### src/rtl/ps2_host.sv
// PS/2 host port: receiver, host-to-device transmitter and shared timeout timer.
// Optional receive FIFO is built when PS2_RXFIFO_EN is defined; without it,
// rx_valid is a one-cycle strobe and rx_rd is ignored.
//
// state      | meaning
// -----------+-----------------------------------------------------------
// S_IDLE     | lines released, receiver active, transmitter can accept
// S_INHIBIT  | host holds clock low before request-to-send
// S_REQ      | host releases clock with data low (start bit), timer starts
// S_SEND     | drive d0..d7, parity on each device clock fall, then release
// S_ACK      | wait for the device's ack fall and sample data
// S_WAITIDLE | wait for both lines high, then report ack/nack
module ps2_host #(
   parameter int unsigned CLK_FREQ     = 0,      // system clock in Hz; every instance must override
   parameter int unsigned CLKWAIT_US   = 1,
   parameter int unsigned RX_TOUT_US   = 150,
   parameter int unsigned INHIBIT_US   = 100,
   parameter int unsigned TX_TOUT_US   = 15000,
   parameter int unsigned RXFIFO_DEPTH = 4
) (
   input  logic       clk,
   input  logic       rst_n,
   input  logic       ps2_clk_in,
   input  logic       ps2_dat_in,
   output logic       ps2_clk_out,
   output logic       ps2_dat_out,
   output logic [7:0] rx_data,
   output logic       rx_valid,
   input  logic       rx_rd,
   output logic       rx_error,
   input  logic [7:0] tx_data,
   input  logic       tx_valid,
   output logic       tx_ready,
   output logic       tx_done,
   output logic       tx_error
);

   localparam int unsigned CLKWAIT_TICKS = 32'((64'(CLKWAIT_US) * 64'(CLK_FREQ)) / 64'd1000000 + 64'd1);
   localparam int unsigned RX_TOUT_TICKS = 32'((64'(RX_TOUT_US) * 64'(CLK_FREQ)) / 64'd1000000 + 64'd1);
   localparam int unsigned INHIBIT_TICKS = 32'((64'(INHIBIT_US) * 64'(CLK_FREQ)) / 64'd1000000 + 64'd1);
   localparam int unsigned TX_TOUT_TICKS = 32'((64'(TX_TOUT_US) * 64'(CLK_FREQ)) / 64'd1000000 + 64'd1);

   localparam int unsigned MAX_A = (RX_TOUT_TICKS > INHIBIT_TICKS) ? RX_TOUT_TICKS : INHIBIT_TICKS;
   localparam int unsigned MAX_TICKS = (TX_TOUT_TICKS > MAX_A) ? TX_TOUT_TICKS : MAX_A;
   // +1 so the largest constant is representable even when it is a power of two
   localparam int TMR_W = $clog2(MAX_TICKS + 1);
   localparam int FRZ_W = $clog2(CLKWAIT_TICKS + 1);

   typedef enum logic [2:0] {
      S_IDLE,
      S_INHIBIT,
      S_REQ,
      S_SEND,
      S_ACK,
      S_WAITIDLE
   } state_e;

   state_e           state;
   logic [1:0]       clk_sync;
   logic [1:0]       dat_sync;
   logic             clk_d;
   logic             clk_s;
   logic             dat_s;
   logic [FRZ_W-1:0] freeze_cnt;
   logic             frozen;
   logic             fall;
   logic [TMR_W-1:0] timer;
   logic [3:0]       bit_cnt;
   logic [9:0]       rx_sr;
   logic [8:0]       tx_sr;
   logic             tx_ack;
   logic             rx_last;
   logic             frame_ok;
   logic             rx_good;
   logic             rx_bad;
   logic             rx_tout;
   logic             rx_ovf;
   logic             tx_tout;
   logic [7:0]       rx_byte;

   assign clk_s  = clk_sync[1];
   assign dat_s  = dat_sync[1];
   assign frozen = (freeze_cnt != '0);
   assign fall   = clk_d & ~clk_s & ~frozen;

   // rx_sr[0] is the start bit, [8:1] data, [9] parity; the stop bit is live dat_s
   assign rx_last  = fall && (state == S_IDLE) && (bit_cnt == 4'd10);
   assign frame_ok = ~rx_sr[0] & (^rx_sr[9:1]) & dat_s;
   assign rx_good  = rx_last & frame_ok;
   assign rx_bad   = rx_last & ~frame_ok;
   assign rx_byte  = rx_sr[8:1];
   assign rx_tout  = (state == S_IDLE) && !fall && (bit_cnt != 4'd0) &&
                     (timer == TMR_W'(RX_TOUT_TICKS));
   assign tx_tout  = ((state == S_REQ) || (state == S_SEND) || (state == S_ACK) ||
                      (state == S_WAITIDLE)) && (timer == TMR_W'(TX_TOUT_TICKS));

   assign tx_ready = (state == S_IDLE) && (bit_cnt == 4'd0) && !fall;

   // two-flop synchronisers for the pads plus a delayed clock for edge detect
   always_ff @(posedge clk or negedge rst_n) begin
      if (!rst_n) begin
         clk_sync <= 2'b11;
         dat_sync <= 2'b11;
         clk_d    <= 1'b1;
      end else begin
         clk_sync <= {clk_sync[0], ps2_clk_in};
         dat_sync <= {dat_sync[0], ps2_dat_in};
         clk_d    <= clk_s;
      end
   end

   // debounce: ignore further clock falls for a short window after each accepted one
   always_ff @(posedge clk or negedge rst_n) begin
      if (!rst_n) begin
         freeze_cnt <= '0;
      end else if (fall) begin
         freeze_cnt <= FRZ_W'(CLKWAIT_TICKS);
      end else if (frozen) begin
         freeze_cnt <= freeze_cnt - FRZ_W'(1);
      end
   end

   // main controller: receiver in idle, transmit sequence, shared timer
   always_ff @(posedge clk or negedge rst_n) begin
      if (!rst_n) begin
         state       <= S_IDLE;
         bit_cnt     <= 4'd0;
         timer       <= '0;
         rx_sr       <= '0;
         tx_sr       <= '0;
         tx_ack      <= 1'b0;
         ps2_clk_out <= 1'b1;
         ps2_dat_out <= 1'b1;
         rx_error    <= 1'b0;
         tx_done     <= 1'b0;
         tx_error    <= 1'b0;
      end else begin
         rx_error <= rx_bad | rx_tout | rx_ovf;
         tx_done  <= 1'b0;
         tx_error <= 1'b0;
         if (timer != '1)
            timer <= timer + TMR_W'(1);

         if (tx_tout) begin
            ps2_clk_out <= 1'b1;
            ps2_dat_out <= 1'b1;
            tx_error    <= 1'b1;
            bit_cnt     <= 4'd0;
            state       <= S_IDLE;
         end else begin
            case (state)
               S_IDLE: begin
                  if (fall) begin
                     timer <= '0;
                     rx_sr <= {dat_s, rx_sr[9:1]};
                     if (bit_cnt == 4'd10)
                        bit_cnt <= 4'd0;
                     else
                        bit_cnt <= bit_cnt + 4'd1;
                  end else if (rx_tout) begin
                     bit_cnt <= 4'd0;
                  end else if (tx_valid && tx_ready) begin
                     tx_sr       <= {~^tx_data, tx_data};
                     timer       <= '0;
                     ps2_clk_out <= 1'b0;
                     ps2_dat_out <= 1'b1;
                     state       <= S_INHIBIT;
                  end
               end
               S_INHIBIT: begin
                  if (timer == TMR_W'(INHIBIT_TICKS - 1)) begin
                     ps2_clk_out <= 1'b1;
                     ps2_dat_out <= 1'b0;
                     timer       <= '0;
                     state       <= S_REQ;
                  end
               end
               S_REQ: begin
                  bit_cnt <= 4'd0;
                  state   <= S_SEND;
               end
               S_SEND: begin
                  if (fall) begin
                     if (bit_cnt == 4'd9) begin
                        ps2_dat_out <= 1'b1;
                        bit_cnt     <= 4'd0;
                        state       <= S_ACK;
                     end else begin
                        ps2_dat_out <= tx_sr[0];
                        tx_sr       <= {1'b1, tx_sr[8:1]};
                        bit_cnt     <= bit_cnt + 4'd1;
                     end
                  end
               end
               S_ACK: begin
                  if (fall) begin
                     tx_ack <= ~dat_s;
                     state  <= S_WAITIDLE;
                  end
               end
               S_WAITIDLE: begin
                  if (clk_s && dat_s) begin
                     tx_done  <= tx_ack;
                     tx_error <= ~tx_ack;
                     bit_cnt  <= 4'd0;
                     state    <= S_IDLE;
                  end
               end
               default: begin
                  ps2_clk_out <= 1'b1;
                  ps2_dat_out <= 1'b1;
                  bit_cnt     <= 4'd0;
                  state       <= S_IDLE;
               end
            endcase
         end
      end
   end

`ifdef PS2_RXFIFO_EN
   localparam int PTR_W = $clog2(RXFIFO_DEPTH);

   logic [7:0]       fifo_mem [RXFIFO_DEPTH];
   logic [PTR_W-1:0] wr_ptr;
   logic [PTR_W-1:0] rd_ptr;
   logic [PTR_W:0]   count;
   logic             empty;
   logic             full;
   logic             push;
   logic             pop;

   assign empty    = (count == '0);
   assign full     = (count == (PTR_W+1)'(RXFIFO_DEPTH));
   assign pop      = rx_rd && !empty;
   // a pop in the same cycle frees the slot, so a full FIFO still keeps the byte
   assign push     = rx_good && (!full || pop);
   assign rx_ovf   = rx_good && full && !pop;
   assign rx_valid = !empty;
   assign rx_data  = empty ? 8'h00 : fifo_mem[rd_ptr];

   // FIFO storage, no reset needed on the data array
   always_ff @(posedge clk) begin
      if (push)
         fifo_mem[wr_ptr] <= rx_byte;
   end

   // FIFO pointers and occupancy
   always_ff @(posedge clk or negedge rst_n) begin
      if (!rst_n) begin
         wr_ptr <= '0;
         rd_ptr <= '0;
         count  <= '0;
      end else begin
         if (push)
            wr_ptr <= wr_ptr + PTR_W'(1);
         if (pop)
            rd_ptr <= rd_ptr + PTR_W'(1);
         if (push && !pop)
            count <= count + (PTR_W+1)'(1);
         else if (pop && !push)
            count <= count - (PTR_W+1)'(1);
      end
   end
`else
   logic unused_rx_rd;

   assign rx_ovf       = 1'b0;
   assign unused_rx_rd = rx_rd;

   // single-byte output register with a one-cycle valid strobe
   always_ff @(posedge clk or negedge rst_n) begin
      if (!rst_n) begin
         rx_valid <= 1'b0;
         rx_data  <= 8'h00;
      end else begin
         rx_valid <= rx_good;
         if (rx_good)
            rx_data <= rx_byte;
      end
   end
`endif

endmodule

### config.mk
export PLATFORM = sky130hd
export DESIGN_NAME = ps2_host
export DESIGN_NICKNAME = d
export VERILOG_FILES = /design/src/rtl/ps2_host.sv
export SDC_FILE = /design/constraint.sdc
export NUM_CORES = 1
export LEC_CHECK = 0
export BUFFER_PORTS_ARGS = -buffer_cell sky130_fd_sc_hd__buf_2
export CORE_AREA = 2 2 92 94
export DETAILED_ROUTE_END_ITERATION = 10
export DIE_AREA = 0 0 94 96
export REMOVE_ABC_BUFFERS = 1
export SYNTH_ARGS = -nofsm -noshare
export SYNTH_HDL_FRONTEND = slang
export SYNTH_SLANG_ARGS = --single-unit
### constraint.sdc
create_clock -name clk -period 2.85 [get_ports clk]
set_clock_uncertainty 0.2 [all_clocks]
set_input_delay 0.285 -clock clk [delete_from_list [all_inputs] [get_ports clk]]
set_output_delay 0.285 -clock clk [all_outputs]
set_load 0.02 [all_outputs]
# Word level (Yosys, flattened, before mapping)
# Index checks and enable logic that the tools add are counted.
classes:
  addsub: 3
  n_eq_ne: 24
  muxes: 53
  bitwise: 14
  n_reduce_logical: 30
op_table:
  columns: ["operator", "n"]
  rows:
  - ["two-way mux 9 bit", 5]
  - ["two-way mux 4 bit", 7]
  - ["two-way mux 3 bit", 9]
  - ["two-way mux 1 bit", 26]
  - ["case mux 3 bit (6 select lines)", 1]
  - ["case mux 9 bit (2 select lines)", 1]
  - ["case mux 4 bit (4 select lines)", 1]
  - ["!= test 3 bit (second input constant)", 5]
  - ["logical AND 1 bit", 10]
  - ["!= test 3 x 2 -> 1 bit (second input constant)", 3]
  - ["parity 9 bit", 1]
  - ["== test 4 bit (second input constant)", 2]
  - ["!= test 2 x 1 -> 1 bit (second input constant)", 4]
  - ["!= test 2 bit (second input constant)", 4]
  - ["AND reduction 8 bit", 1]
  - ["XNOR reduction 8 bit", 1]
  - ["NOT 1 bit", 7]
  - ["AND reduction 7 bit", 1]
  - ["bitwise AND 1 bit", 6]
  - ["== test 3 x 2 -> 1 bit (second input constant)", 2]
  - ["== test 3 bit (second input constant)", 2]
  - ["AND reduction 3 bit", 2]
  - ["AND reduction 6 bit", 1]
  - ["AND reduction 5 bit", 1]
  - ["other kinds (19)", 21]
word_totals:
  reg_bits: 48

# Logic depth before layout (Yosys ltp)
# Gate-level depths: netlist (run 1).
logic_depth:
  ltp_word: 11
  depth_mapped: 7

# Least setup slack after synthesis (run 1)
# No wires, ideal clock.
synth_path:
  kind: "reg2reg"
  start: "reg clk_d"
  end: "reg rx_data[1]"
  arrival_ps: 1904
  setup_slack_ps: 621
  stages_incl_launch_ff: 7
  synth_period_minus_slack_ps: 2229
  path_cell_list: "dfstp_2 or3b_1 buf_2 inv_2 nand3_2 nor3_4 mux2_2"
synth_via:
  elab_chain_len: 5
synth_lines:
  columns: ["element", "line", "source"]
  rows:
  - ["from (decl)", "61", "logic clk_d;"]
  - ["from (signal assigned)", "108", "clk_d <= clk_s;"]
  - ["bitwise AND 1 bit (2 in series)", "84", "assign fall = clk_d & ~clk_s & ~frozen;"]
  - ["net fall", "66", "logic fall;"]
  - ["logical AND 1 bit (2 in series)", "87", "assign rx_last = fall && (state == S_IDLE) && (bit_cnt == 4'd10);"]
  - ["bitwise AND 1 bit", "89", "assign rx_good = rx_last & frame_ok;"]
  - ["net rx_good", "74", "logic rx_good;"]
  - ["to (signal assigned)", "278", "rx_data <= rx_byte;"]
  - ["to (decl)", "27", "output logic [7:0] rx_data,"]
# The timed path passes the listed nets, and every way through them passes these cells.
# A chain may end at the register's enable or synchronous reset.

# Final worst setup path (run 1)
layout_path:
  start: "reg clk_d"
  end: "reg rx_data[2]"
# Same word-level chain as after synthesis.

==> qor.csv, run 1 <==
stage,metric,value,unit
run_status,outcome,"finished, final reports clean",
worst_setup_path,critPathSlowestCell,dfstp_2,
logic_synthesis,synth-edff-count,0,
clock_network,cts_setup_buffers,0,
logic_synthesis,ys_warn_count,0,
worst_setup_path,rrSetupSlack,0.38,ns
clock_network,root_buffer,clkbuf_8,
pwr,power.internal,887,µW
timing,setup-tns-final,0,ns
pwr,combPwrFrac,5.0,%
detailed_routing,vias_per_cell,4.83,
clock_network,cts_buffer_depth,2,
cells_and_area,diodes,0,
floorplanning,core-area,0.00805,mm²
worst_setup_path,rr_worst_depth,5,
timing,post-route-period-util,86.8,%
worst_setup_path,crit_required,2.83,ns
worst_setup_path,start_kind,register,
worst_setup_path,r2r_start,clk_d,
global_routing,grt_max_degree,48,
detailed_routing,ant_nets,0,
hold_path,min_from,tx_data[5],
cells_and_area,drive_gt1_share,29.2,%
clock_network,numCtsBuffers,5,
timing,hold_violations,0,
clock_network,clk_pin_slew,0.09,ns
global_routing,grt_pass1_wl,7.80,mm
clock_network,cts_hold_buf,3,
place,placed_cell_area,0.00265,mm²
place,port_buffers,27,
place,placed_cells,347,
pwr,seqPwrFrac,60.7,%
cells_and_area,fin_cells,358,
timing,period_minus_slack,2.47,ns
pwr,clkPwrFrac,34.2,%
detailed_routing,dr.pass1.iters,4,
timing,tightest_slew,0.996,ns
floorplanning,die_w,94,µm
pwr,netSwitchingFraction,22.0,%
logic_synthesis,synth_ff_type,dfrtp_1,
clock_network,tritoncts,done,
global_routing,grt_use_total,10.9,%
cells_and_area,fin_util,34.3,%
worst_setup_path,r2r-end,rx_data[2],
detailed_routing,detail_route.wl_per_cell,12.4,µm
hold_path,min_path_cells,3,
detailed_routing,totalWireLength,4.45,mm
logic_synthesis,synth_seq_area_share,51.0,%
run,maxCapViolations,0,
pwr,p_leak,1.25,nW
clock_network,cts.sinks,48,
logic_synthesis,ys_ff_latch,48,
global_routing,antenna_found_initial,0,
floorplanning,num_rows,33,
floorplanning,ioPinCount,29,
place,place.gp.congestion,0.869,
timing,max_freq,0.404,GHz
timing,finalSetupViolations,0,
worst_setup_path,critPathKind,register to register,
worst_setup_path,max_stage_delay,0.52,ns
worst_setup_path,critical_path.max_fanout,9,
pwr,p_total,1.14,mW
floorplanning,start_util,29.5,%
logic_synthesis,netlist_area,0.00237,mm²
hold_path,hp-class,primary input to register,
logic_synthesis,syn-instance-count,219,
timing,relSlewSlack,33.6,%
global_routing,grt.overflow.total,0,
detailed_routing,vias,1729,
clock_network,cts-resized-gates,0,
clock_network,clock_latency,0.29,ns
logic_synthesis,async_flop_share,100,%
detailed_routing,drtIter0Drc,74,
pwr,p_per_area,412,mW/mm²
logic_synthesis,synth_cell_type_count,52,
logic_synthesis,syn_avg_cell_area,10.8,µm²
cells_and_area,final_area,0.00276,mm²
worst_setup_path,crit_arrival,2.46,ns
clock_network,htreeDepth,2,
pwr,p_switching,250,µW
place,hpwl,3.15,mm
pwr,vdd_drop_max,165,µV
worst_setup_path,cp_cell_sequence,or3b_1 > inv_2 > nand3_2 > nor3_4 > mux2_2,
timing,rsz0062_at_grt,false,
global_routing,grt_pass1_vias,1654,
worst_setup_path,cp-end-kind,register,
hold_path,hold_path_end,tx_sr[5],
floorplanning,die_area,0.00902,mm²
cells_and_area,areaGrowthSynthToFinish,16.4,%
timing,slew_violations,0,
detailed_routing,drc,0,
floorplanning,die_h,96,µm
cells_and_area,nets,266,
[cells in the mapped netlist (2+ instances only)]
library cell | n | area share [%]
o2bb2ai_1 | 2 | 0.74
o21bai_1 | 3 | 0.95
or2_2 | 2 | 0.53
dfrtp_1 | 41 | 43
nand3_1 | 6 | 1.3
nand3b_1 | 3 | 0.95
mux2_2 | 16 | 7.6
a21o_1 | 2 | 0.63
nor2b_1 | 2 | 0.53
nor2_1 | 7 | 1.1
nand2_1 | 28 | 4.4
xnor2_1 | 12 | 4.4
nand2b_1 | 5 | 1.3
and3_1 | 2 | 0.53
a41oi_1 | 9 | 3.3
a21oi_1 | 17 | 3.6
nor4_1 | 2 | 0.53
o21ai_0 | 9 | 1.9
a211oi_1 | 2 | 0.63
dfstp_2 | 7 | 7.8
buf_2 | 3 | 0.63
mux2_1 | 3 | 1.4
clkbuf_1 | 7 | 1.1
[cell usage in the layout, fill, tap and decap left out, types with 2 or more instances in the layout]
master,n
buf_2,27
mux2_1,3
dfrtp_1,41
mux2_2,16
clkbuf_1,2
clkbuf_8,5
nand3_1,6
o2bb2ai_1,2
and3_1,2
xnor2_1,12
nor2_1,7
a21o_1,2
nor4_1,2
buf_4,8
nand3b_1,3
a21oi_1,17
nor2b_1,2
dlygate4sd3_1,3
a41oi_1,9
dfstp_2,7
or2_2,2
nand2b_1,5
o21bai_1,3
nand2_1,28
a211oi_1,2
o21ai_0,9
[registers in the layout (all words and copies together), names as in the netlist, 2 cells and up]
register,count
rx_sr,10
dat_sync,2
clk_sync,2
state,3
tx_sr,9
bit_cnt,4
rx_data,8
[layer usage]
metal | track usage (%) | vias up | part of all wire [%]
met3 | 2.58 | 6 | 3.3
met5 | 0 | - | 0
met1 | 15.2 | 833 | 50
met4 | 4.11 | 0 | 1.5
li1 | - | 863 | -
met2 | 16.4 | 27 | 45
[power by group through the flow]
stage	Combinational [mW]	Sequential, mW	Clock [mW]
6_report	0.0572	0.690	0.389
5_1_grt	0.0660	0.692	0.443
4_1_cts	0.0595	0.690	0.411
3_5_place_dp	0.0563	0.704	0
3_3_place_gp	0.0557	0.703	0
2_1_floorplan	0.0259	0.703	0
[per-stage QoR]
step	worst slack, ns	hold slack, ns
3_5_place_dp	0.364	0.148
6_report	0.375	0.0870
2_1_floorplan	0.220	-0.211
3_3_place_gp	0.380	0.147
5_1_grt	0.240	0.0920
4_1_cts	0.345	0.0825
[layout make-up]
| cell class | count | area [µm²] |
|---|---|---|
| Sequential cell | 48 | 1210 |
| Clock buffer | 7 | 76.3 |
| Timing Repair Buffer | 38 | 225 |
| Tap cell | 105 | 131 |
| Multi-Input combinational cell | 156 | 1100 |
| Fill cell | 825 | 5290 |
| Inverter | 3 | 11.3 |
| Clock inverter | 1 | 8.76 |
[kinds of logic (layout without fill, tap and decap cells)]
group | after synthesis | count (layout) | synth area share (%)
AND/OR/NAND/NOR | 68 | 68 | 15.4
AO/OA/AOI/OAI | 54 | 54 | 15.7
flip-flops | 48 | 48 | 51.0
multiplexers | 20 | 20 | 9.44
buffers and inverters | 15 | 49 | 2.69
XOR/XNOR | 14 | 14 | 5.75
[worst max-delay path by stage]
| stage | from | endpoint | slack (ns) | cells past startpoint |
|---|---|---|---|---|
| after global placement | clk_d | rx_data[2] | 0.38 | 5 |
| after CTS | clk_d | rx_data[7] | 0.35 | 5 |
| after global routing | clk_d | rx_data[7] | 0.24 | 5 |
| after floorplan | state[1] | bit_cnt[2] | 0.22 | 5 |
| after detailed placement | clk_d | rx_data[2] | 0.36 | 5 |
| final | clk_d | rx_data[2] | 0.38 | 5 |
[critical path: cells and delay by family, from the launching register on]
family / cells / cell delay (ns)
multiplexers: 1 / 0.39
buffers and inverters: 1 / 0.20
flip-flops: 1 / 0.52
AND/OR/NAND/NOR: 3 / 1.05
No activity file was read; power rests on OpenSTA's default activity.
==> inputs of run 2 (changes only) <==
--- a/config.mk
+++ b/config.mk
@@ -5,7 +5,7 @@
 export SDC_FILE = /design/constraint.sdc
 export NUM_CORES = 1
 export LEC_CHECK = 0
-export BUFFER_PORTS_ARGS = -buffer_cell sky130_fd_sc_hd__buf_2
+export BUFFER_PORTS_ARGS = -buffer_cell sky130_fd_sc_hd__clkbuf_2
 export CORE_AREA = 2 2 92 94
 export DETAILED_ROUTE_END_ITERATION = 10
 export DIE_AREA = 0 0 94 96
==> run 2 against run 1 <==
- via count rose by 0.35%
- sequential cell count stayed put
- cell area is 0.27% higher
- critical path depth did not move
- first-iteration DRC count rose by 24%
- wire length grew 1.8%
- hold slack worse by 0.0081 ns
- core utilization grew 0.093 points
- largest power group unchanged
- die area unchanged
- register-to-register slack worse by 0.02 ns
- power up 1.2%
- worst setup slack worse by 0.016 ns
==> qor.csv, run 2 (synthesis results as in run 1) <==
stage,metric,value,unit,change
clock_network,cts-resized-gates,0,,unchanged
timing,period_minus_slack,2.49,ns,+0.0162 ns
cells_and_area,sequential_cell_area,0.00121,mm²,unchanged
cells_and_area,final_common_cell,dfrtp_1,,
floorplanning,start_util,29.5,%,unchanged
worst_setup_path,critical_path.max_fanout,9,,unchanged
global_routing,grt_max_degree,29,,-40%
clock_network,numCtsBuffers,5,,unchanged
timing,post-route-period-util,87.4,%,+0.57 points
cells_and_area,drive_gt1_share,29.5,%,+0.28 points
place,place.gp.congestion,0.841,,-3.3%
cells_and_area,areaGrowthSynthToFinish,16.7,%,
pwr,p_switching,263,µW,+5.0%
pwr,seqPwrFrac,60.0,%,-0.7 points
cells_and_area,multi_input_area,0.00110,mm²,unchanged
run,maxCapViolations,0,,unchanged
hold_path,hp-class,primary input to register,,
detailed_routing,vias_per_cell,4.83,,about the same
timing,hold_slack,0.0789,ns,-0.00806 ns
place,port_buffers,27,,unchanged
global_routing,grt_use_total,10.3,%,-0.56 points
clock_network,htreeDepth,2,,unchanged
clock_network,clock_latency,0.30,ns,about the same
floorplanning,num_rows,33,,unchanged
floorplanning,die_area,0.00902,mm²,unchanged
worst_setup_path,cp_cell_sequence,or3b_1 > inv_2 > nand3_2 > nor3_4 > mux2_2,,
detailed_routing,dr.pass1.iters,4,,unchanged
place,dpl_worst_slack,0.350,ns,-0.0144 ns
timing,hold_violations,0,,unchanged
pwr,clkPwrFrac,34.9,%,+0.7 points
pwr,p_leak,1.25,nW,-0.36%
place,hpwl,3.19,mm,+1.3%
clock_network,root_buffer,clkbuf_8,,
pwr,power.internal,888,µW,+0.15%
floorplanning,die_h,96,µm,unchanged
detailed_routing,drtIter0Drc,92,,+24%
clock_network,cts.sinks,48,,unchanged
pwr,vdd_drop_max,228,µV,+38%
cells_and_area,reg_top3,"rx_sr (10), tx_sr (9), rx_data (8)",,
pwr,netSwitchingFraction,22.8,%,+0.82 points
timing,final.setup.worst_slack,0.359,ns,-0.0162 ns
timing,relSlewSlack,65.3,%,+32 points
cells_and_area,layout_common_cells,"dfrtp_1 (41), nand2_1 (28), clkbuf_2 (27)",,
clock_network,clk_pin_slew,0.09,ns,about the same
worst_setup_path,crit_required,2.84,ns,about the same
pwr,p_per_area,415,mW/mm²,+0.94%
cells_and_area,largest_register_ffs,10,,unchanged
timing,tightest_slew,0.515,ns,-0.481 ns
detailed_routing,ant_nets,0,,unchanged
worst_setup_path,cp_num_buf_inv,1,,unchanged
timing,slew_violations,0,,unchanged
clock_network,tritoncts,done,,
global_routing,antenna_found_initial,0,,unchanged
detailed_routing,drc,0,,unchanged
timing,rsz0062_at_grt,false,,
global_routing,grt_pass1_vias,1525,,-7.8%
worst_setup_path,start_kind,register,,
worst_setup_path,critPathKind,register to register,,
cells_and_area,fin_cells,359,,+0.28%
cells_and_area,nets,267,,+0.38%
cells_and_area,regMostFlops,rx_sr,,
floorplanning,core-area,0.00805,mm²,unchanged
detailed_routing,detail_route.wl_per_cell,12.6,µm,+1.5%
detailed_routing,totalWireLength,4.53,mm,+1.8%
detailed_routing,vias,1735,,+0.35%
run_status,outcome,"finished, final reports clean",,
clock_network,cts_buffer_depth,2,,unchanged
pwr,combPwrFrac,5.1,%,about the same
global_routing,grt_pass1_wl,7.43,mm,-4.7%
floorplanning,die_w,94,µm,unchanged
worst_setup_path,critPathSlowestCell,dfstp_2,,
floorplanning,ioPinCount,29,,unchanged
cells_and_area,diodes,0,,unchanged
worst_setup_path,crit_arrival,2.48,ns,+0.02 ns
worst_setup_path,cp-end-kind,register,,
worst_setup_path,max_stage_delay,0.52,ns,about the same
timing,finalSetupViolations,0,,unchanged
place,placed_cells,348,,+0.29%
cells_and_area,fillCellCount,828,,+0.36%
global_routing,grt.overflow.total,0,,unchanged
timing,setup-tns-final,0,ns,unchanged
worst_setup_path,cp_top_family,simple AND/OR/NAND/NOR gates,,
timing,max_freq,0.401,GHz,-0.65%
## run 2: worst paths after layout
check / startpoint / to / slack [ns] / cells after the start
min in group asynchronous: rst_n / rx_data[3] / 0.28 / 3
max in group asynchronous: rst_n / clk_sync[0] / 1.82 / 3
min: tx_data[5] / tx_sr[5] / 0.08 / 3
min reg2reg: clk_sync[0] / clk_sync[1] / 0.16 / 0
max: clk_d / rx_data[7] / 0.36 / 5
max reg2reg: clk_d / rx_data[7] / 0.36 / 5
## run 2: final cells by class
| class | instances | share of cell area [%] |
|---|---|---|
| multi-input cells | 156 | 39.7 |
| clock buffers | 7 | 2.76 |
| flip-flops and latches | 48 | 43.7 |
| inverters | 3 | 0.407 |
| repair buffers | 39 | 8.40 |
| well taps | 105 | 4.74 |
| clock inverters | 1 | 0.316 |
## run 2: worst register-to-register path: cells and delay by family (launching register included)
kind                   cells  cell delay, ns
buffers and inverters      1            0.20
and+or+nand+nor            3            1.07
DFF                        1            0.52
muxes                      1            0.39
## run 2: power groups by stage
| stage | registers (mW) | clock network, mW | logic [mW] |
|---|---|---|---|
| 6_report | 0.690 | 0.402 | 0.0585 |
| 5_1_grt | 0.691 | 0.445 | 0.0662 |
| 4_1_cts | 0.691 | 0.413 | 0.0602 |
| 3_5_place_dp | 0.704 | 0 | 0.0570 |
| 3_3_place_gp | 0.703 | 0 | 0.0567 |
| 2_1_floorplan | 0.703 | 0 | 0.0259 |
## run 2: what timing repair did
action | 4_1_cts | 5_1_grt
hold buffers | 3 | 0
buffers inserted | 0 | 0
endpoints found under the hold margin | 43 | 0
## run 2: per-layer routing
| metal | wire length [µm] | share of wire, % | vias to the layer above | global-route usage (%) |
|---|---|---|---|---|
| li1 | - | - | 858 | - |
| met1 | 2390 | 53 | 849 | 15.6 |
| met2 | 1960 | 43 | 23 | 14.8 |
| met3 | 127 | 2.8 | 5 | 1.57 |
| met4 | 64 | 1.4 | 0 | 3.99 |
| met5 | 0 | 0 | - | 0 |
## run 2: stage by stage
step	power (mW)	area (µm²)	util (%)
4_1_cts	1.16	2770	34.4
3_5_place_dp	0.761	2650	33.0
6_report	1.15	2770	34.4
5_1_grt	1.20	2770	34.4
3_3_place_gp	0.760	2650	33.0
2_1_floorplan	0.729	2320	-
==> inputs of run 3 (changes only) <==
--- a/config.mk
+++ b/config.mk
@@ -9,6 +9,7 @@
 export CORE_AREA = 2 2 92 94
 export DETAILED_ROUTE_END_ITERATION = 10
 export DIE_AREA = 0 0 94 96
+export GPL_TIMING_DRIVEN = 0
 export REMOVE_ABC_BUFFERS = 1
 export SYNTH_ARGS = -nofsm -noshare
 export SYNTH_HDL_FRONTEND = slang
==> run 3 against run 2 <==
- fmax shrank 3.4%
- via count shrank 1.1%
- sequential share of layout area grew 0.83 points
- combinational power shrank 4.3%
- die area is the same
- core utilization shrank 0.61 points
- worst setup slack lost 0.088 ns
- critical path type unchanged
==> qor.csv, run 3 (synthesis results as in run 1) <==
stage,metric,value,unit,change
clock_network,tritoncts,done,,
pwr,p_leak,1.20,nW,-4.2%
cells_and_area,largest_register_ffs,10,,unchanged
worst_setup_path,cp_top_family,compound AO/OA/AOI/OAI gates,,
detailed_routing,drc,0,,unchanged
timing,setup-tns-final,0,ns,unchanged
floorplanning,start_util,29.5,%,unchanged
global_routing,grt.overflow.total,0,,unchanged
pwr,p_per_area,431,mW/mm²,+3.7%
cells_and_area,final_common_cell,dfrtp_1,,
cells_and_area,layout_common_cells,"dfrtp_1 (40), nand2_1 (28), clkbuf_2 (27)",,
hold_path,hp-class,primary input to asynchronous set/reset pin,,
run,maxCapViolations,0,,unchanged
floorplanning,num_rows,33,,unchanged
timing,rsz0062_at_grt,false,,
timing,slew_violations,0,,unchanged
detailed_routing,detail_route.wl_per_cell,12.8,µm,+1.3%
timing,relSlewSlack,22.3,%,-43 points
global_routing,antenna_found_initial,0,,unchanged
worst_setup_path,critPathKind,register to register,,
worst_setup_path,cp_cell_sequence,nand3b_1 > clkinv_1 > o22ai_4 > a21oi_1 > a41oi_1,,
global_routing,grt_max_degree,49,,+69%
pwr,vdd_drop_max,189,µV,-17%
worst_setup_path,max_stage_delay,0.61,ns,+0.09 ns
timing,period_minus_slack,2.58,ns,+0.0884 ns
worst_setup_path,critPathSlowestCell,dfrtp_1,,
timing,tightest_slew,1.16,ns,+0.650 ns
cells_and_area,areaGrowthSynthToFinish,14.7,%,
cells_and_area,fillCellCount,834,,+0.72%
timing,finalSetupViolations,0,,unchanged
detailed_routing,dr.pass1.iters,4,,unchanged
detailed_routing,ant_nets,0,,unchanged
cells_and_area,final_area,0.00272,mm²,-1.8%
clock_network,numCtsBuffers,5,,unchanged
place,placed_cells,339,,-2.6%
run_status,outcome,"finished, final reports clean",,
worst_setup_path,rr_worst_depth,5,,unchanged
detailed_routing,totalWireLength,4.46,mm,-1.6%
place,hpwl,3.02,mm,-5.1%
detailed_routing,drtIter0Drc,109,,+18%
clock_network,htreeDepth,2,,unchanged
place,place.gp.congestion,0.859,,+2.1%
worst_setup_path,cp_num_buf_inv,1,,unchanged
timing,post-route-period-util,90.5,%,+3.1 points
clock_network,cts_buffer_depth,2,,unchanged
place,placed_cell_area,0.00259,mm²,-2.5%
detailed_routing,vias_per_cell,4.92,,+1.7%
global_routing,grt_pass1_wl,7.90,mm,+6.3%
clock_network,clock_latency,0.30,ns,about the same
worst_setup_path,start_kind,register,,
worst_setup_path,critical_path.max_fanout,20,,+11
cells_and_area,fin_util,33.8,%,-0.61 points
cells_and_area,diodes,0,,unchanged
floorplanning,core-area,0.00805,mm²,unchanged
floorplanning,die_h,96,µm,unchanged
cells_and_area,nets,257,,-3.7%
global_routing,grt_use_total,11.0,%,+0.69 points
cells_and_area,reg_top3,"rx_sr (10), tx_sr (9), rx_data (8)",,
worst_setup_path,rrSetupSlack,0.27,ns,-0.09 ns
worst_setup_path,r2r_start,state[1],,
cells_and_area,drive_gt1_share,28.3,%,-1.2 points
place,port_buffers,27,,unchanged
floorplanning,die_w,94,µm,unchanged
cells_and_area,fin_cells,349,,-2.8%
pwr,p_total,1.17,mW,+1.9%
timing,max_freq,0.388,GHz,-3.4%
detailed_routing,vias,1716,,-1.1%
floorplanning,ioPinCount,29,,unchanged
global_routing,grt_pass1_vias,1653,,+8.4%
timing,hold_violations,0,,unchanged
worst_setup_path,crit_required,2.88,ns,+0.04 ns
worst_setup_path,crit_arrival,2.61,ns,+0.13 ns
clock_network,cts.sinks,48,,unchanged
clock_network,clk_pin_slew,0.09,ns,about the same
worst_setup_path,r2r-end,tx_sr[4],,
floorplanning,die_area,0.00902,mm²,unchanged
cells_and_area,regMostFlops,rx_sr,,
clock_network,root_buffer,clkbuf_8,,
worst_setup_path,cp-end-kind,register,,
run 3: routing by layer:
metal | track usage (%) | wire, µm | share of wire [%]
met1 | 16.2 | 2260 | 51
met2 | 15.7 | 1960 | 44
met3 | 2.66 | 172 | 3.9
met4 | 3.99 | 74 | 1.7
met5 | 0 | 0 | 0
run 3: final cells by class:
cell class	count	area (µm²)	area share, %
multi-input combinational	156	1120	41.1
inverter	3	11.3	0.414
clock buffer	7	86.3	3.17
clock inverter	1	7.51	0.276
sequential	48	1210	44.5
tap	105	131	4.83
timing repair buffer	29	155	5.70
run 3: report_power, final:
group	leakage, nW	total [mW]	switching, mW	internal [mW]
Sequential	0.634	0.690	0.00247	0.688
Combinational	0.519	0.0560	0.0344	0.0216
Clock	0.0445	0.426	0.229	0.197
Total	1.20	1.17	0.266	0.907
run 3: timing repair:
item	4_1_cts	5_1_grt
hold buffers	2	0
resized for setup	1	3
setup endpoints to repair	4	12
endpoints found under the hold margin	2	0
buffers inserted	0	0
run 3: how the worst max path moves through the flow:
stage               startpoint          to  slack, ns  depth (start not counted)
floorplan             state[1]  bit_cnt[2]       0.22                          5
global placement      state[1]  bit_cnt[2]      -0.23                          5
detailed placement    state[1]  bit_cnt[2]      -0.36                          5
CTS                   state[2]    tx_sr[4]       0.06                          5
global route          state[1]    tx_sr[7]      0.008                          5
finish                state[1]    tx_sr[4]       0.27                          5
run 3: through the flow:
step | worst slack [ns] | hold WS, ns
after global routing | 0.00801 | 0.0851
after global placement | -0.235 | 0.147
after CTS | 0.0619 | 0.0648
after floorplan | 0.220 | -0.211
final | 0.271 | 0.00303
after detailed placement | -0.356 | 0.148
